==> src/rtl/bus_pkg.sv <==
// Bus command encodings and register offsets shared by bus-attached peripherals.
package bus_pkg;

  localparam logic [1:0] bus_cmd_read    = 2'd0;
  localparam logic [1:0] bus_cmd_write   = 2'd1;
  localparam logic [1:0] bus_cmd_read_b  = 2'd2;
  localparam logic [1:0] bus_cmd_write_b = 2'd3;

  localparam logic [1:0] REG_DATA    = 2'd0;
  localparam logic [1:0] REG_STATUS  = 2'd1;
  localparam logic [1:0] REG_TXCOUNT = 2'd2;
  localparam logic [1:0] REG_RSVD    = 2'd3;

  function automatic logic cmd_is_write(input logic [1:0] cmd);
    return cmd[0];
  endfunction

  function automatic logic cmd_is_byte(input logic [1:0] cmd);
    return cmd[1];
  endfunction

endpackage

==> src/rtl/bus_uart_tx_if.sv <==
// Toggle-handshake register bus: a request is pending while run != done.
interface bus_uart_tx_if;
  logic [15:0] addr;
  logic [1:0]  cmd;
  logic        run;
  logic [15:0] wr_data;
  logic [15:0] rd_data;
  logic        done;

  modport master (output addr, cmd, run, wr_data, input rd_data, done);
  modport slave  (input addr, cmd, run, wr_data, output rd_data, done);
endinterface

==> src/rtl/bus_uart_tx_sync_fifo.sv <==
// Synchronous show-ahead FIFO; push and pop on one edge both take effect.
module sync_fifo #(
  parameter int WIDTH = 8,
  parameter int DEPTH = 4
) (
  input  logic                     clk,
  input  logic                     reset,
  input  logic                     i_push,
  input  logic [WIDTH-1:0]         i_din,
  input  logic                     i_pop,
  output logic [WIDTH-1:0]         o_dout,
  output logic                     o_empty,
  output logic                     o_full,
  output logic [$clog2(DEPTH):0]   o_count
);
  localparam int AW = $clog2(DEPTH);

  logic [WIDTH-1:0] r_mem [DEPTH];
  logic [AW-1:0]    r_wr_ptr;
  logic [AW-1:0]    r_rd_ptr;
  logic [AW:0]      r_count;
  logic             w_do_push;
  logic             w_do_pop;

  assign o_empty   = (r_count == '0);
  assign o_full    = (r_count == (AW+1)'(DEPTH));
  assign o_count   = r_count;
  assign o_dout    = r_mem[r_rd_ptr];
  assign w_do_push = i_push && !o_full;
  assign w_do_pop  = i_pop && !o_empty;

  always_ff @(posedge clk) begin
    if (w_do_push) r_mem[r_wr_ptr] <= i_din;
  end

  always_ff @(posedge clk) begin
    if (reset) begin
      r_wr_ptr <= '0;
      r_rd_ptr <= '0;
      r_count  <= '0;
    end else begin
      if (w_do_push) r_wr_ptr <= r_wr_ptr + 1'b1;
      if (w_do_pop)  r_rd_ptr <= r_rd_ptr + 1'b1;
      case ({w_do_push, w_do_pop})
        2'b10:   r_count <= r_count + 1'b1;
        2'b01:   r_count <= r_count - 1'b1;
        default: r_count <= r_count;
      endcase
    end
  end
endmodule

==> src/rtl/bus_uart_tx.sv <==
// Bus-mapped UART transmitter with a byte FIFO.
// Optional TXCOUNT frame counter: define BUS_UART_TX_TXCOUNT_EN.
module bus_uart_tx
  import bus_pkg::*;
#(
  parameter int CLKS_PER_BIT = 234,
  parameter int FIFO_DEPTH   = 4
) (
  input  logic          clk,
  input  logic          reset,
  bus_uart_tx_if.slave  bus,
  output logic          txd
);
  typedef enum logic [1:0] {ST_IDLE, ST_START, ST_DATA, ST_STOP} tx_state_t;

  localparam logic [15:0] BAUD_LAST = 16'(CLKS_PER_BIT - 1);

  tx_state_t r_state, w_state_nxt;
  logic [15:0] r_baud, w_baud_nxt;
  logic [2:0]  r_bit, w_bit_nxt;
  logic [7:0]  r_shift, w_shift_nxt;
  logic        r_txd, w_txd_nxt;
  logic        r_done;
  logic [15:0] r_rd_data;

  logic        w_pop, w_push, w_stop_done, w_bit_end;
  logic        w_empty, w_full;
  logic [7:0]  w_fifo_dout;
  logic [$clog2(FIFO_DEPTH):0] w_count;
  logic        w_pending, w_is_data_wr, w_stall, w_complete;
  logic [1:0]  w_reg;
  logic [15:0] w_rd_word, w_txcount;
  logic        w_unused;

  sync_fifo #(.WIDTH(8), .DEPTH(FIFO_DEPTH)) u_fifo (
    .clk     (clk),
    .reset   (reset),
    .i_push  (w_push),
    .i_din   (bus.wr_data[7:0]),
    .i_pop   (w_pop),
    .o_dout  (w_fifo_dout),
    .o_empty (w_empty),
    .o_full  (w_full),
    .o_count (w_count)
  );

  assign w_unused = ^{bus.addr[15:3], bus.addr[0], bus.wr_data[15:8], w_count};

  // Bus side: a full-FIFO DATA write holds off both the enqueue and the done toggle.
  assign w_reg        = bus.addr[2:1];
  assign w_pending    = (bus.run != r_done);
  assign w_is_data_wr = w_pending && cmd_is_write(bus.cmd) && (w_reg == REG_DATA);
  assign w_stall      = w_is_data_wr && w_full;
  assign w_push       = w_is_data_wr && !w_full;
  assign w_complete   = w_pending && !w_stall;

  always_comb begin
    w_rd_word = '0;
    case (w_reg)
      REG_STATUS:  w_rd_word = {13'b0, (r_state != ST_IDLE), w_full, w_empty};
      REG_TXCOUNT: w_rd_word = w_txcount;
      default:     w_rd_word = '0;
    endcase
    if (cmd_is_byte(bus.cmd)) w_rd_word[15:8] = '0;
  end

  always_ff @(posedge clk) begin
    if (reset) begin
      r_done    <= 1'b0;
      r_rd_data <= '0;
    end else if (w_complete) begin
      r_done <= ~r_done;
      if (!cmd_is_write(bus.cmd)) r_rd_data <= w_rd_word;
    end
  end

  assign bus.done    = r_done;
  assign bus.rd_data = r_rd_data;

  // Transmitter: txd is registered from the next-state value so each bit lasts exactly CLKS_PER_BIT.
  assign w_bit_end = (r_baud == BAUD_LAST);

  always_comb begin
    w_state_nxt = r_state;
    w_baud_nxt  = r_baud;
    w_bit_nxt   = r_bit;
    w_shift_nxt = r_shift;
    w_txd_nxt   = r_txd;
    w_pop       = 1'b0;
    w_stop_done = 1'b0;
    case (r_state)
      ST_IDLE: begin
        w_txd_nxt = 1'b1;
        if (!w_empty) begin
          w_pop       = 1'b1;
          w_state_nxt = ST_START;
          w_shift_nxt = w_fifo_dout;
          w_baud_nxt  = '0;
          w_bit_nxt   = '0;
          w_txd_nxt   = 1'b0;
        end
      end
      ST_START: begin
        if (w_bit_end) begin
          w_baud_nxt  = '0;
          w_bit_nxt   = '0;
          w_state_nxt = ST_DATA;
          w_txd_nxt   = r_shift[0];
        end else begin
          w_baud_nxt = r_baud + 1'b1;
        end
      end
      ST_DATA: begin
        if (w_bit_end) begin
          w_baud_nxt = '0;
          if (r_bit == 3'd7) begin
            w_bit_nxt   = '0;
            w_state_nxt = ST_STOP;
            w_txd_nxt   = 1'b1;
          end else begin
            w_bit_nxt   = r_bit + 1'b1;
            w_shift_nxt = {1'b0, r_shift[7:1]};
            w_txd_nxt   = r_shift[1];
          end
        end else begin
          w_baud_nxt = r_baud + 1'b1;
        end
      end
      ST_STOP: begin
        if (w_bit_end) begin
          w_baud_nxt  = '0;
          w_stop_done = 1'b1;
          if (!w_empty) begin
            w_pop       = 1'b1;
            w_state_nxt = ST_START;
            w_shift_nxt = w_fifo_dout;
            w_txd_nxt   = 1'b0;
          end else begin
            w_state_nxt = ST_IDLE;
            w_txd_nxt   = 1'b1;
          end
        end else begin
          w_baud_nxt = r_baud + 1'b1;
        end
      end
      default: w_state_nxt = ST_IDLE;
    endcase
  end

  always_ff @(posedge clk) begin
    if (reset) begin
      r_state <= ST_IDLE;
      r_baud  <= '0;
      r_bit   <= '0;
      r_shift <= '0;
      r_txd   <= 1'b1;
    end else begin
      r_state <= w_state_nxt;
      r_baud  <= w_baud_nxt;
      r_bit   <= w_bit_nxt;
      r_shift <= w_shift_nxt;
      r_txd   <= w_txd_nxt;
    end
  end

  assign txd = r_txd;

`ifdef BUS_UART_TX_TXCOUNT_EN
  logic [15:0] r_txcount;

  always_ff @(posedge clk) begin
    if (reset)            r_txcount <= '0;
    else if (w_stop_done) r_txcount <= r_txcount + 1'b1;
  end

  assign w_txcount = r_txcount;
`else
  logic w_unused_stop;

  assign w_unused_stop = w_stop_done;
  assign w_txcount     = '0;
`endif

endmodule

==> src/flat_wrapper.sv <==
// flat-port wrapper written by rule: the top's interface ports become plain ports
module bus_uart_tx_flat import bus_pkg::*;
#(
  parameter int CLKS_PER_BIT = 234,
  parameter int FIFO_DEPTH   = 4
)
  (clk, reset, txd, bus_addr, bus_cmd, bus_run, bus_wr_data, bus_rd_data, bus_done);
  bus_uart_tx_if bus_i ();
  input  logic clk;
  input  logic reset;
  output logic txd;
  input wire logic [$bits(bus_i.addr)-1:0] bus_addr;
  input wire logic [$bits(bus_i.cmd)-1:0] bus_cmd;
  input wire logic [$bits(bus_i.run)-1:0] bus_run;
  input wire logic [$bits(bus_i.wr_data)-1:0] bus_wr_data;
  output wire logic [$bits(bus_i.rd_data)-1:0] bus_rd_data;
  output wire logic [$bits(bus_i.done)-1:0] bus_done;
  assign bus_i.addr = bus_addr;
  assign bus_i.cmd = bus_cmd;
  assign bus_i.run = bus_run;
  assign bus_i.wr_data = bus_wr_data;
  assign bus_rd_data = bus_i.rd_data;
  assign bus_done = bus_i.done;
  bus_uart_tx #(.CLKS_PER_BIT(CLKS_PER_BIT), .FIFO_DEPTH(FIFO_DEPTH)) u_core (.clk(clk), .reset(reset), .bus(bus_i), .txd(txd));
endmodule
==> config.mk <==
export PLATFORM = sky130hd
export DESIGN_NAME = bus_uart_tx_flat
export DESIGN_NICKNAME = d
export VERILOG_FILES = /design/src/rtl/bus_pkg.sv /design/src/rtl/bus_uart_tx_if.sv /design/src/rtl/bus_uart_tx_sync_fifo.sv /design/src/rtl/bus_uart_tx.sv /design/src/flat_wrapper.sv
export SDC_FILE = /design/constraint.sdc
export NUM_CORES = 1
export LEC_CHECK = 0
export BUFFER_PORTS_ARGS = -buffer_cell sky130_fd_sc_hd__buf_2
export CORE_ASPECT_RATIO = 0.9
export CORE_UTILIZATION = 25
export CTS_BUF_LIST = sky130_fd_sc_hd__clkbuf_4
export CTS_CLUSTER_SIZE = 14
export DETAILED_ROUTE_END_ITERATION = 10
export PLACE_DENSITY = 0.5
export SYNTH_ARGS = -nofsm -noshare
export SYNTH_HDL_FRONTEND = slang
export SYNTH_SLANG_ARGS = --single-unit
==> constraint.sdc <==
create_clock -name clk -period 2.4 [get_ports clk]
set_clock_uncertainty 0.15 [all_clocks]
set_input_delay 0.72 -clock clk [delete_from_list [all_inputs] [get_ports clk]]
set_output_delay 0.72 -clock clk [all_outputs]
set_load 0.01 [all_outputs]
## Word level (Yosys, flattened, before mapping)

Memories as Yosys holds them, arrays and structs flattened. A register that Yosys moved wholly into a read port is not among the register bits.
Index checks and enable logic that the tools add are counted.

| word-level totals | value |
|---|---|
| bits in writable memories | 32 |
| word-level logic and storage cells | 93 |
| memories | 1 |
| flip-flop bits (word level) | 54 |

| cells by class | value |
|---|---|
| $add $sub $neg | 6 |
| bitwise gates (word level) | 2 |
| equality and inequality tests | 16 |
| mux-type cells | 35 |
| reduce and logical (&&, ||, !) cells | 23 |

Memories:

| name | words | bits a word | read ports | clocked after Yosys merged registers in | wr ports | RTL line | text |
|---|---|---|---|---|---|---|---|
| u_core.u_fifo.r_mem | 4 | 8 | 1 | 1 | 1 | bus_uart_tx_sync_fifo.sv:18 | `logic [WIDTH-1:0] r_mem [DEPTH];` |

Operators by type and width:

| cell | count |
|---|---|
| 16-bit 2-to-1 mux | 2 |
| 8-bit 2-to-1 mux | 4 |
| 16-bit one-hot mux with 2 select lines | 1 |
| 8-bit one-hot mux with 3 select lines | 1 |
| 16-bit by 1-bit adder with 16-bit output (second input constant) | 1 |
| 16-bit by 8-bit == test with 1-bit output (second input constant) | 1 |
| 3-bit 2-to-1 mux | 5 |
| 2-bit 2-to-1 mux | 7 |
| 1-bit 2-to-1 mux | 10 |
| 3-bit one-hot mux with 3 select lines | 1 |
| 2-bit by 1-bit inequality test with 1-bit output (second input constant) | 4 |
| 2-bit one-hot mux with 4 select lines | 1 |
| 4-bit AND reduction | 2 |
| 1-bit logical AND | 7 |
| 3-bit by 1-bit adder with 3-bit output (second input constant) | 2 |
| 2-bit by 1-bit == test with 1-bit output (second input constant) | 3 |
| 2-bit == test (second input constant) | 3 |
| 3-bit == test (second input constant) | 2 |
| 3-bit one-hot mux with 2 select lines | 1 |
| 3-bit nonzero test | 2 |
| 5-bit AND reduction | 1 |
| 2-bit by 1-bit adder with 2-bit output (second input constant) | 2 |
| 2-bit logical NOT | 2 |
| 2-bit inequality test (second input constant) | 2 |
| 11 further kinds | 15 |

## Logic depth before layout (Yosys ltp)

| logic depth | value |
|---|---|
| word-level depth | 7 |
| mapped depth | 12 |
| mapped depth without buffers | 11 |

## Cells and area by module

A second synthesis with hierarchy kept.

| unflattened totals | value |
|---|---|
| cell total of the unflattened synthesis | 348 |
| area, all modules | 3732.3 um^2 |

By module, submodules not included:

| module | area an instance (um^2) | times used | cells an instance | sequential area each (um^2) |
|---|---|---|---|---|
| bus_uart_tx | 2097.0 | 1 | 252 | 680.7 |
| sync_fifo | 1635.3 | 1 | 96 | 1141.1 |

## Worst setup path after synthesis

Ideal clock, no wire load.

| timing path | value |
|---|---|
| path kind | reg-to-reg |
| from | register u_core.r_baud[0] |
| to | register u_core.u_fifo.r_count[2] (netlist: u_core.u_fifo.o_count[2]) |
| arrival | 2.389 ns |
| cell stages (with the launch flop) | 12 |
| path slack | -0.209 ns |
| setup time | 0.070 ns |
| required time | 2.180 ns |
| path through | dfxtp_1 -> ha_1 -> nor3b_1 -> and4_4 -> buf_6 -> o21a_1 -> ha_1 -> inv_1 -> fa_1 -> xor2_1 -> or3_1 -> a21oi_1 |

| on the way | value |
|---|---|
| cells in the longest elaborated chain, start to end | 6 |
| elaborated cells on any way between the ends | 8 |
| classes of those cells | eq/ne: 3; mux: 3; reduce/logical: 2 |

RTL lines:

| what | RTL line | text |
|---|---|---|
| start: declaration | bus_uart_tx.sv:19 | `logic [15:0] r_baud, w_baud_nxt;` |
| start signal: assignment | bus_uart_tx.sv:159 | `r_baud <= w_baud_nxt;` |
| 16-bit by 8-bit == test with 1-bit output * | bus_uart_tx.sv:81 | `assign w_bit_end = (r_baud == BAUD_LAST);` |
| 1-bit 2-to-1 mux * | bus_uart_tx.sv:130 | `if (w_bit_end) begin` |
| 1-bit one-hot mux with 2 select lines * | bus_uart_tx.sv:91 | `case (r_state)` |
| 1-bit logical AND * | bus_uart_tx_sync_fifo.sv:30 | `assign w_do_pop = i_pop && !o_empty;` |
| via u_core.u_fifo.w_do_pop | bus_uart_tx_sync_fifo.sv:23 | `logic w_do_pop;` |
| 2-bit by 1-bit == test with 1-bit output / 2-bit == test (equally long branches) | bus_uart_tx_sync_fifo.sv:44 | `case ({w_do_push, w_do_pop})` |
| 3-bit one-hot mux with 2 select lines / 2-bit nonzero test (equally long branches) | - |  |
| end signal: assignment | bus_uart_tx_sync_fifo.sv:45 | `2'b10: r_count <= r_count + 1'b1;` |
| end signal: assignment | bus_uart_tx_sync_fifo.sv:46 | `2'b01: r_count <= r_count - 1'b1;` |
| end signal: assignment | bus_uart_tx_sync_fifo.sv:47 | `default: r_count <= r_count;` |
| end: declaration | bus_uart_tx_sync_fifo.sv:21 | `logic [AW:0] r_count;` |

Mark *: on every way through the listed nets, which the timed path passes. The rest lies on a longest branch.
A chain may end at the register's enable or synchronous reset.

## Worst setup path in the final report

| timing path | value |
|---|---|
| from | register u_core.r_baud[1] |
| to | register u_core.u_fifo.r_count[2] (netlist: u_core.u_fifo.o_count[2]) |

Same word-level chain as after synthesis.

==> flow_summary_export.csv <==
group,metric,value,unit
status,status,"complete, but fails checks",
status,violations,"negative setup slack",
drt,wl,6840,µm
global_route,grt_use_total,10.2,%
placed_design,io_buffers,18,
logic_synthesis,synthMuxAreaShare,9.98,%
worst_hold_path,holdPathStages,2,
logic_synthesis,synthCells,326,
sta,min_period_over_period,103,%
placed_design,place_hpwl,5040,µm
cells_and_area,fillers,1464,
sta,final-hold-violation-count,0,
clock_tree,cts_root_buffer,"clkbuf_4",
die,die_area,14900,µm²
clock_tree,cts_tree,"done",
cells_and_area,drive_gt1_share,29.9,%
drt,post_drt_via_cell_ratio,4.32,
global_route,grt_pass1_wl,11700,µm
drt,first_pass_iters,4,
global_route,antenna_found_initial,0,
global_route,grt_pass1_vias,2476,
job,cap_violations,0,
setup_path,r2r-start,"u_core.r_baud[1]$_SDFFE_PP0N_",
sta,min_period,2460,ps
cells_and_area,antennaDiodeCount,0,
logic_synthesis,synth-seq-cells,75,
clock_tree,clock_latency,440,ps
drt,first_iter_violations,76,
worst_hold_path,hp-class,"reg -> reg",
setup_path,critPathMaxFanout,2,
die,initial_core_util,25.6,%
logic_synthesis,synth.distinct_cells,54,
logic_synthesis,synth_edf_count,32,
sta,max_freq,406,MHz
cells_and_area,multi_input_area,1660,µm²
clock_tree,cts_buffer_depth,2,
sta,setup_viol,1,
logic_synthesis,synth-compound-area-share,9.11,%
worst_hold_path,hold_start,"u_core.r_bit[2]$_SDFFE_PP0P_",
setup_path,cp.arrival,2700,ps
logic_synthesis,synth-adder-area-share,5.43,%
cells_and_area,area_growth,20.7,%
global_route,grt_overflow,0,
clock_tree,cts_made_buffers,9,
logic_synthesis,ys.flop_type,"dfxtp_1",
power,p_leak,1.61,nW
logic_synthesis,synthXorXnorAreaFrac,1.95,%
sta,rsz0062_at_grt,"true",
die,core_area,14100,µm²
power,finalPower,0.00353,W
logic_synthesis,syn-cell-area,3600,µm²
logic_synthesis,synth-simple-area-share,16.4,%
logic_synthesis,synth.yosys.warnings,0,
placed_design,gp_congestion,0.812,
worst_hold_path,min_to,"u_core.r_bit[2]$_SDFFE_PP0P_",
power,vdd_drop_max,0.000430,V
clock_tree,htreeDepth,3,
cells_and_area,seq_area,1830,µm²
sta,tightestPinTransition,569,ps
power,powerDensity,814,nW/µm²
logic_synthesis,synth_top_family_by_area,"simple AND/OR/NAND/NOR gates",
cells_and_area,fin_nets,438,
setup_path,reg2reg_depth,11,
sta,slew_viol_final,0,
cells_and_area,instances_no_fill,584,
global_route,grt_max_degree,31,
drt,antenna_left,0,
drt,drc,0,
cells_and_area,final_util,30.9,%
setup_path,worstReg2RegEnd,"u_core.u_fifo.o_count[2]$_SDFFE_PP0P_",
placed_design,placed_cells,567,
setup_path,endpoint_kind,"register",
die,fp.dieW,128,µm
sta,maxSlewHeadroom,61.8,%
clock_tree,cts.clk_slew.worst_paths,160,ps
die,fp.dieH,116,µm
die,rows,41,
setup_path,crit_path_start_kind,"register",
die,pin_count,55,
drt,routedWlPerCell,11.7,µm
sta,layout_setup_ws,-64.0,ps
setup_path,ff2ff_setup_slack,-60,ps
clock_tree,clock_sinks,75,
setup_path,cp.required,2630,ps
logic_synthesis,synth-seq-area-share,50.6,%
logic_synthesis,synth.avg_cell_area,11.0,µm²
logic_synthesis,async_reset_ff_share,0,%
setup_path,crit_type,"reg -> reg",
drt,vias,2522,
==> timing repair <==
item | 4_1_cts | 5_1_grt
setup buffers | 0 | 1
pin swaps | 2 | 2
gates resized for setup | 1 | 7
endpoints found under the setup margin | 1 | 2
hold buffers | 0 | 0
cloned | 0 | 0
==> logic make-up after synthesis <==
kind of cell	Yosys count
AND/OR/NAND/NOR	110
flip-flops	75
AO/OA/AOI/OAI	52
buffers and inverters	40
multiplexers	25
adder cells (fa/ha/maj)	15
XOR/XNOR	8
other	1
==> per-stage QoR <==
step / hold WS, ps / worst slack (ps) / TNS, ps / cell area (µm²)
2_1_floorplan: 281 / -64.2 / -64.2 / 3680
4_1_cts: 291 / -104 / -104 / 4310
6_report: 319 / -64.0 / -64.0 / 4340
3_3_place_gp: 294 / -119 / -179 / 4160
3_5_place_dp: 304 / -136 / -202 / 4160
5_1_grt: 292 / -183 / -252 / 4340
==> registers in the layout, summed over array words and instances, names as in the netlist, named ones only <==
signal and count:
u_core.bus.done 1, u_core.bus.rd_data 3, u_core.r_baud 16, u_core.r_bit 3, u_core.r_shift 8, u_core.r_state 2
u_core.txd 1, u_core.u_fifo.o_count 3, u_core.u_fifo.r_mem 32, u_core.u_fifo.r_rd_ptr 2, u_core.u_fifo.r_wr_ptr 2
==> worst max-delay path, cell delays in order, from the launching register on <==
cell and delay (ps):
dfxtp_2 350, inv_2 50, ha_4 120, nor3b_2 160, and4_4 260, o21a_1 180, ha_2 200, inv_2 40
fa_2 320, xor2_1 150, or3_1 300, a21oi_1 120
==> final cells by class <==
type | count | share of cell area, %
clock buffer | 9 | 1.56
clock inverter | 7 | 1.70
inverter | 15 | 1.30
multi-input combinational | 223 | 38.1
sequential | 75 | 42.1
tap | 193 | 5.56
timing repair buffer | 62 | 9.68
==> per-layer routing <==
metal	up-vias	part of all wire, %	global-route usage (%)
met2	52	47	17.7
met3	8	4.0	3.28
li1	1270	-	-
met4	0	1.3	3.06
met5	-	0	0
met1	1192	48	12.1
==> synthesized netlist by cell type, types with 2 or more instances <==
master	n	area share [%]
edfxtp_1	32	27
nand2_1	22	2.3
nor3b_1	3	0.63
o31ai_1	2	0.42
dfxtp_1	43	24
and4bb_1	2	0.70
ha_1	14	4.9
nand4_1	5	0.87
a31oi_1	5	0.87
mux2i_1	10	2.8
a21oi_1	18	2.5
nor4_1	3	0.52
mux2_2	7	2.2
clkbuf_1	6	0.63
inv_1	15	1.6
buf_6	3	0.94
a21o_1	2	0.42
nand2b_1	4	0.70
and3_1	3	0.52
mux4_2	8	5.0
buf_4	15	3.1
nor2_1	31	3.2
xor2_1	5	1.2
or3_1	7	1.2
nand3_1	8	1.1
nor3_1	7	0.97
and2_1	4	0.70
o21ai_0	14	1.9
xnor2_1	3	0.73
==> worst max path at each step <==
stage | slack, ps | endpoint | startpoint
after detailed placement | -140 | u_core.u_fifo.o_count[2]$_SDFFE_PP0P_ | bus_cmd[0]
after global placement | -120 | u_core.u_fifo.o_count[2]$_SDFFE_PP0P_ | bus_cmd[0]
after CTS | -100 | u_core.u_fifo.o_count[2]$_SDFFE_PP0P_ | u_core.r_baud[1]$_SDFFE_PP0N_
after global routing | -180 | u_core.u_fifo.o_count[2]$_SDFFE_PP0P_ | u_core.r_baud[0]$_SDFFE_PP0N_
final | -60 | u_core.u_fifo.o_count[2]$_SDFFE_PP0P_ | u_core.r_baud[1]$_SDFFE_PP0N_
after floorplan | -60 | u_core.u_fifo.o_count[2]$_SDFFE_PP0P_ | u_core.r_baud[0]$_SDFFE_PP0N_
==> where the power goes <==
part	internal, W	switching (W)
logic	0.000589	0.000625
registers	0.00145	0.0000737
clock network	0.000251	0.000543
total	0.00229	0.00124
==> cells in the final DEF (no fill, tap or decap), types with 4 or more instances in the layout <==
cell type,instances
a21oi_1,18
nor2_1,31
nor3_1,6
buf_2,18
nand4_1,5
buf_4,44
dfxtp_1,39
nand2_1,22
nand2b_1,4
dfxtp_2,4
conb_1,13
nand3_1,8
a31oi_1,5
and2_1,4
inv_1,13
ha_1,11
mux2i_1,10
mux4_2,8
clkbuf_4,9
or3_1,7
mux2_2,7
xor2_1,5
inv_6,4
edfxtp_1,32
o21ai_0,14
(Power assumes the default switching activity.)
